## src/rtl/gun_controller.sv

```systemverilog
// Light-gun shot sequencer: debounces the trigger, flashes a black frame then a
// target frame, and grades the shot from what the photodetector saw in each.
module gun_controller #(
   parameter int DEBOUNCE_CYCLES = 65000,
   parameter int AMMO_MAX        = 3
) (
   input  logic       clk,
   input  logic       rst,
   input  logic       frame_start,
   input  logic       enable,
   input  logic       reload,
   input  logic       trigger_raw,
   input  logic       photodetector_raw,
   output logic       flash_black,
   output logic       flash_target,
   output logic       hit,
   output logic       miss,
   output logic       busy,
   output logic [1:0] ammo
);

   typedef enum logic [2:0] {
      IDLE,
      ARM,
      BLACK,
      TARGET,
      RESULT
   } state_t;

   localparam int             CNT_W     = (DEBOUNCE_CYCLES > 1) ? $clog2(DEBOUNCE_CYCLES) : 1;
   localparam logic [CNT_W-1:0] CNT_LAST = CNT_W'(DEBOUNCE_CYCLES - 1);
   localparam logic [1:0]     AMMO_FULL = 2'(AMMO_MAX);

   state_t           state;
   logic             trig_meta;
   logic             trig_sync;
   logic             pd_meta;
   logic             pd_sync;
   logic [1:0]       sync_fill;
   logic             deb_level;
   logic             deb_rise;
   logic [CNT_W-1:0] deb_cnt;
   logic             hold_block;
   logic             dark_light;
   logic             target_light;
   logic             shot_req;
   logic             accept;
   logic             target_seen;

   // Two-flop synchronizers; sync_fill marks when trig_sync carries real input
   // rather than the reset value.
   always_ff @(posedge clk) begin
      if (rst) begin
         trig_meta <= 1'b0;
         trig_sync <= 1'b0;
         pd_meta   <= 1'b0;
         pd_sync   <= 1'b0;
         sync_fill <= 2'b00;
      end else begin
         trig_meta <= trigger_raw;
         trig_sync <= trig_meta;
         pd_meta   <= photodetector_raw;
         pd_sync   <= pd_meta;
         sync_fill <= {sync_fill[0], 1'b1};
      end
   end

   // Debounce: the accepted level follows the synchronized trigger only after
   // it has disagreed for DEBOUNCE_CYCLES cycles in a row. hold_block swallows
   // presses until the trigger has been seen released after reset, so a trigger
   // held through reset cannot fire.
   always_ff @(posedge clk) begin
      if (rst) begin
         deb_level  <= 1'b0;
         deb_cnt    <= '0;
         deb_rise   <= 1'b0;
         hold_block <= 1'b1;
      end else begin
         deb_rise <= 1'b0;
         if (trig_sync != deb_level) begin
            if (deb_cnt == CNT_LAST) begin
               deb_level <= trig_sync;
               deb_cnt   <= '0;
               deb_rise  <= trig_sync;
            end else begin
               deb_cnt <= deb_cnt + CNT_W'(1);
            end
         end else begin
            deb_cnt <= '0;
         end
         if (sync_fill[1] && !trig_sync && !deb_level) begin
            hold_block <= 1'b0;
         end
      end
   end

   assign shot_req    = deb_rise && !hold_block;
   assign accept      = (state == IDLE) && shot_req && enable && (ammo != 2'd0);
   assign target_seen = target_light || pd_sync;

   // Shot sequencer with registered outputs: each transition also sets the
   // outputs that belong to the state being entered.
   always_ff @(posedge clk) begin
      if (rst) begin
         state        <= IDLE;
         dark_light   <= 1'b0;
         target_light <= 1'b0;
         flash_black  <= 1'b0;
         flash_target <= 1'b0;
         hit          <= 1'b0;
         miss         <= 1'b0;
         busy         <= 1'b0;
         ammo         <= AMMO_FULL;
      end else begin
         hit  <= 1'b0;
         miss <= 1'b0;
         case (state)
            IDLE: begin
               if (accept) begin
                  state        <= ARM;
                  busy         <= 1'b1;
                  dark_light   <= 1'b0;
                  target_light <= 1'b0;
               end
            end
            ARM: begin
               if (frame_start) begin
                  state       <= BLACK;
                  flash_black <= 1'b1;
               end
            end
            BLACK: begin
               dark_light <= dark_light || pd_sync;
               if (frame_start) begin
                  state        <= TARGET;
                  flash_black  <= 1'b0;
                  flash_target <= 1'b1;
               end
            end
            TARGET: begin
               target_light <= target_seen;
               if (frame_start) begin
                  state        <= RESULT;
                  flash_target <= 1'b0;
                  hit          <= target_seen && !dark_light;
                  miss         <= !(target_seen && !dark_light);
               end
            end
            RESULT: begin
               state <= IDLE;
               busy  <= 1'b0;
            end
            default: begin
               state        <= IDLE;
               busy         <= 1'b0;
               flash_black  <= 1'b0;
               flash_target <= 1'b0;
            end
         endcase

         // Acceptance requires ammo != 0, so the decrement cannot wrap.
         if (reload) begin
            ammo <= accept ? (AMMO_FULL - 2'd1) : AMMO_FULL;
         end else if (accept) begin
            ammo <= ammo - 2'd1;
         end
      end
   end

endmodule
```

## config.mk

```make
export PLATFORM = sky130hd
export DESIGN_NAME = gun_controller
export DESIGN_NICKNAME = d
export VERILOG_FILES = /design/src/rtl/gun_controller.sv
export SDC_FILE = /design/constraint.sdc
export NUM_CORES = 1
export LEC_CHECK = 0
export ABC_AREA = 1
export BUFFER_PORTS_ARGS = -buffer_cell sky130_fd_sc_hd__clkbuf_2
export CORE_MARGIN = 5
export CORE_UTILIZATION = 50
export CTS_CLUSTER_SIZE = 12
export DETAILED_ROUTE_END_ITERATION = 8
export PLACE_DENSITY = 0.7
export SLEW_MARGIN = 10
export SYNTH_ARGS = -nofsm -noshare
export SYNTH_HDL_FRONTEND = slang
export SYNTH_SLANG_ARGS = --single-unit
export TNS_END_PERCENT = 5
```

## constraint.sdc

```tcl
create_clock -name clk -period 4 [get_ports clk]
set_input_delay 0 -clock clk [delete_from_list [all_inputs] [get_ports clk]]
set_output_delay 0 -clock clk [all_outputs]
set_load 0.05 [all_outputs]
```

Yosys cells after proc, flatten, opt, wreduce, memory -nomap -nowiden
Index checks and enable logic that the tools add are counted.
{"block": "classes", "addsub": 2, "eq_ne": 10, "bitwise": 7, "muxes": 18, "reduce_logical": 32, "n_mul": 0, "order_cmp": 0, "n_div": 0, "shifts": 0}
{"op": "OR reduction 3 bit", "count": 6}
{"op": "adder 16 x 1 -> 16 bit, second input constant", "count": 1}
{"op": "== test 16 bit, second input constant", "count": 1}
{"op": "two-way mux 3 bit", "count": 4}
{"op": "case mux 3 bit (4 select lines)", "count": 1}
{"op": "inequality test 2 bit, second input constant", "count": 4}
{"op": "AND reduction 2 bit", "count": 4}
{"op": "nonzero test 2 bit", "count": 4}
{"op": "logical AND 1 bit", "count": 7}
{"op": "inverter 1 bit", "count": 7}
{"op": "== test 3 x 2 -> 1 bit, second input constant", "count": 2}
{"op": "two-way mux 1 bit", "count": 6}
{"op": "case mux 1 bit (2 select lines)", "count": 3}
{"op": "case mux 1 bit (3 select lines)", "count": 2}
{"op": "AND reduction 3 bit", "count": 2}
{"op": "zero test 1 bit", "count": 5}
{"op": "two-way mux 2 bit", "count": 2}
{"op": "AND reduction 4 bit", "count": 1}
{"op": "== test 3 x 1 -> 1 bit, second input constant", "count": 1}
{"op": "== test 3 bit, second input constant", "count": 1}
{"op": "zero test 3 bit", "count": 1}
{"op": "logical OR 1 bit", "count": 2}
{"op": "subtractor 2 x 1 -> 2 bit, second input constant", "count": 1}
{"op": "inequality test 1 bit", "count": 1}
{"block": "totals", "ramBits": 0, "mem_count": 0, "in_bits": 7, "output_inout_bits": 7, "latchBits": 0, "rom_bits": 0, "reg_bits": 37, "elab_cells": 88}

Logic depth before layout (Yosys ltp)
{"block": "depth", "depth_word": 7, "ltp_mapped": 10, "ltp_nobuf": 10}

Worst setup path before layout
Ideal clock, no wire load.
{"block": "synth_path", "kind": "register -> register", "from": "register ammo[0]", "to": "register target_light", "path_stages_with_launch": 7, "required_time_ns": 3.883, "arrival_ns": 1.437, "path_slack_ns": 2.446, "setup_time_ns": 0.117, "path_buffers": 0, "cell_sequence": "dfxtp_1 > inv_1 > ha_1 > nor2_1 > nand3_1 > a21oi_1 > nor2_1"}
{"block": "synth_between", "elab_chain_cells": 4}
{"item": "start, declared", "line": "19", "rtl": "output logic [1:0] ammo"}
{"item": "start signal, assigned", "line": "163", "rtl": "ammo <= accept ? (AMMO_FULL - 2'd1) : AMMO_FULL;"}
{"item": "start signal, assigned", "line": "165", "rtl": "ammo <= ammo - 2'd1;"}
{"item": "nonzero test 2 bit", "line": "98", "rtl": "assign accept = (state == IDLE) && shot_req && enable && (ammo != 2'd0);"}
{"item": "logical AND 1 bit", "line": "98"}
{"item": "inequality test 2 bit (no source line)"}
{"item": "AND reduction 2 bit (no source line)"}
{"item": "end signal, assigned", "line": "141", "rtl": "target_light <= target_seen;"}
{"item": "end, declared", "line": "45", "rtl": "logic target_light;"}
No other way between the ends.
A chain may end at the register's enable or synchronous reset.

Worst setup path after layout
{"block": "layout_path", "from": "register deb_cnt[0]", "to": "register deb_cnt[10]"}
{"block": "layout_between", "elab_chain_cells": 2}
{"item": "start, declared", "line": "42", "rtl": "logic [CNT_W-1:0] deb_cnt;"}
{"item": "start signal, assigned", "line": "86", "rtl": "deb_cnt <= deb_cnt + CNT_W'(1);"}
{"item": "branches (longest 2 deep; another with adder 16 x 1 -> 16 bit)"}
Several ways; the timed one is not identified.

==> results by group <==
Outcome
  • Outcome: finished clean

Pwr
  • Worst IR Drop VDD: about 0.25 mV
  • Combinational Power Share: 0.027
  • Total power draw: roughly 720 uW
  • Reg power frac: 0.523
  • Clock Power Share: 0.450
  • Leakage power: 0.000840 uW
  • Power Internal: 575 uW
  • Switch Pwr: 140 uW
  • Switching Share: 0.196
  • PwrDens: 371 nW/um^2

Timing
  • Unrepaired setup endpoints after global routing: false
  • Least-Margin Pin Slew: 0.325 ns
  • Post-Route Setup TNS: 0 ns
  • Final Hold Violating Endpoints: 0
  • Skew final: 0.0105 ns
  • Setup violators final: 0
  • Relative slew margins: 0.783
  • FMAX: 698 MHz
  • Fin crit period: 1.43 ns
  • Final worst slack: 2.57 ns
  • Fin. max-slew vios: 0
  • Tcrit/Tclk final: 0.358

Synthesis
  • Syn nets: 242
  • Yosys Warn Count: 0
  • Syn Area/Cell: just over 7 um^2
  • Post-synthesis cell type count: 25
  • Post-synthesis sequential area ratio: 0.449
  • Yosys top cell by area: dfxtp_1
  • Synth area leaders: dfxtp_1 (45%), nand2_1 (12%), nor2_1 (8.9%)
  • Share of the synthesized area in the top cell type: 0.449
  • Post-Synthesis Cells: ~230
  • Post-synthesis register bit count: 37
  • Cell Area, Synth: 1650 um^2

Drt
  • DRC Markers: 0
  • Initial DRC count: 111
  • Drt via density: ~4.5
  • Antenna Nets Post-Route: 0
  • Number of detailed-route iterations in the first pass: 4
  • Total Routed Length: a little under 3 mm
  • Via count: 1377
  • DR WL/cell: 9.51 um

Floorplan
  • Die Y: 67.4 um
  • Total core area: 3100 um^2
  • Die area: 4550 um^2
  • Row count: 20
  • I/O Pins: 14
  • Initial Utilization: 0.531
  • Die Width: a little under 70 um

Critical path
  • Max FO, Critical Path: 15
  • Worst EP arrival: 1.70 ns
  • Crit. Startpoint: deb_cnt[0]
  • CP Launch Type: flip-flop
  • Worst-path cell chain: ha_1 -> nand2_1 -> inv_1 -> nand2_1 -> nor2_1 -> nand2_2 -> nand2_4 -> inv_1 -> nand2_1 -> inv_1
  • Slowest-stage cell, CP: dfxtp_1
  • Critical Path Sink Type: flip-flop
  • Worst r2r src: deb_cnt[0]
  • Worst EP required: 4.27 ns
  • CP peak stage delay: 0.39 ns
  • Crit Path Category: flip-flop to flip-flop

Global routing
  • First-pass GRT wire length: 5.48 mm
  • Largest net degree at the start of global routing: 16
  • GRT Total Usage: 0.162
  • Vias in the first global route: approximately 1300
  • Initial antenna violation count: 0
  • GRT overflow: 0

CTS
  • Clock-pin slew on the worst setup and hold paths: 0.12 ns
  • H-tree levels: 2
  • Clock sinks: 37
  • CTS buffer count: 5
  • CTS tree: done
  • Root Driver: clkbuf_4
  • Post-CTS setup buffers: 0
  • Clock tree buffer depth: 2
  • Clock Latency Late Sink: ~0.35 ns

Place
  • DP Wirelength: around 2.1 mm
  • Buffers on Ports: 13
  • Dpl ws: 2.57 ns
  • Placed insts: approximately 290
  • Gp weighted congestion: 0.791

Cells and area
  • Layout cells sized above 1: 0.124
  • Nets: about 270
  • Fin util: 0.621
  • Register area: 741 um^2
  • Multi-input gate area in the final layout: 743 um^2
  • Post-route insts no fill: roughly 300
  • Fill cells: 307
  • Ant. Diodes: 0
  • Synth-to-layout area growth: 16.8%

Worst hold path
  • HP Class: input port to flip-flop
  • Hold path start: enable

Run
  • Max cap viols: 0
[power groups by stage]
| stage | Clock (uW) | Combinational, uW | Sequential (uW) |
|---|---|---|---|
| floorplan | 0 | 9.22 | 382 |
| global placement | 0 | 14.3 | 382 |
| detailed placement | 0 | 14.3 | 382 |
| CTS | 330 | 19.7 | 374 |
| global route | 352 | 22.6 | 375 |
| finish | 322 | 19.5 | 374 |
[stage by stage]
stage                     hold slack, ns  cell area, um^2
after floorplan                    0.102             1650
after global placement             0.194             1750
after detailed placement           0.198             1750
after CTS                        0.00832             1930
after global routing              0.0352             1930
final                             0.0245             1930
[sequential cells by signal, indices dropped and copies added (netlist names), 2 cells and up]
signal	flops
deb_cnt	16
state	3
ammo	2
sync_fill	2
[worst max-delay path, delay by kind of cell, from the launching register on]
family / cells / cell delay [ns]
AND/OR/NAND/NOR: 6 / 0.57
flip-flops: 1 / 0.39
adder cells (fa/ha/maj): 1 / 0.24
buffers and inverters: 3 / 0.16
[cell usage after synthesis]
cell      number
nor3_2         1
buf_6          1
a21oi_1       11
nand2_2        1
nor2_1        39
xor2_1         4
clkbuf_1       1
o21ai_0        4
nand3_2        1
nor2_2         4
nor2_4         1
nand4_1        5
nand3b_1       1
nand2_1       52
or2_1          1
dfxtp_1       37
o21ai_1        1
ha_1           2
o211ai_1       1
nand2_4        1
inv_2          2
inv_1         38
nor3_1         1
xnor2_1        4
nand3_1       19
[path summary, 6_finish.rpt]
path / to / cells after the start / slack [ns]
setup / recovery: deb_cnt[10] / 10 / 2.57
hold / removal: ammo[0] / 5 / 0.02
hold reg to reg: pd_sync / 2 / 0.41
setup reg to reg: deb_cnt[10] / 10 / 2.57
[placed cells by master (no fill, tap or decap), types with 2 or more instances in the layout]
| master | Yosys | routed |
|---|---|---|
| nand2_1 | 52 | 52 |
| nor2_1 | 39 | 39 |
| inv_1 | 38 | 38 |
| dfxtp_1 | 37 | 37 |
| nand3_1 | 19 | 19 |
| clkbuf_2 | 0 | 13 |
| a21oi_1 | 11 | 11 |
| dlygate4sd3_1 | 0 | 7 |
| nand4_1 | 5 | 5 |
| clkbuf_4 | 0 | 5 |
| nor2_2 | 4 | 4 |
| xnor2_1 | 4 | 4 |
| xor2_1 | 4 | 4 |
| o21ai_0 | 4 | 4 |
| inv_2 | 2 | 2 |
| ha_1 | 2 | 2 |
| bufinv_16 | 0 | 2 |
[cell type report]
type                       count  share of cell area
timing repair buffer          20              0.0701
multi-input combinational    154               0.386
inverter                      40              0.0779
sequential                    37               0.384
clock inverter                 3              0.0338
clock buffer                   5              0.0195
tap                           44              0.0286
[kinds of logic (layout without fill, tap and decap cells)]
group,after synthesis,in the layout,synth area share
XOR/XNOR,8,8,0.0425
AND/OR/NAND/NOR,127,127,0.340
adder cells (fa/ha/maj),2,2,0.0152
flip-flops,37,37,0.449
AO/OA/AOI/OAI,17,17,0.0531
buffers and inverters,42,68,0.100
[repair_timing]
item                      in CTS  in global routing
hold buffers                   7                  0
resized for setup              0                  0
hold endpoints to repair      16                  0
[metal layers]
| layer | global-route usage | up-vias | share of wire |
|---|---|---|---|
| met2 | 0.227 | 17 | 0.40 |
| met4 | 0.0987 | 0 | 0.027 |
| li1 | - | 765 | - |
| met5 | 0 | - | 0 |
| met1 | 0.221 | 587 | 0.54 |
| met3 | 0.0399 | 8 | 0.038 |
No activity file was read; power rests on OpenSTA's default activity.
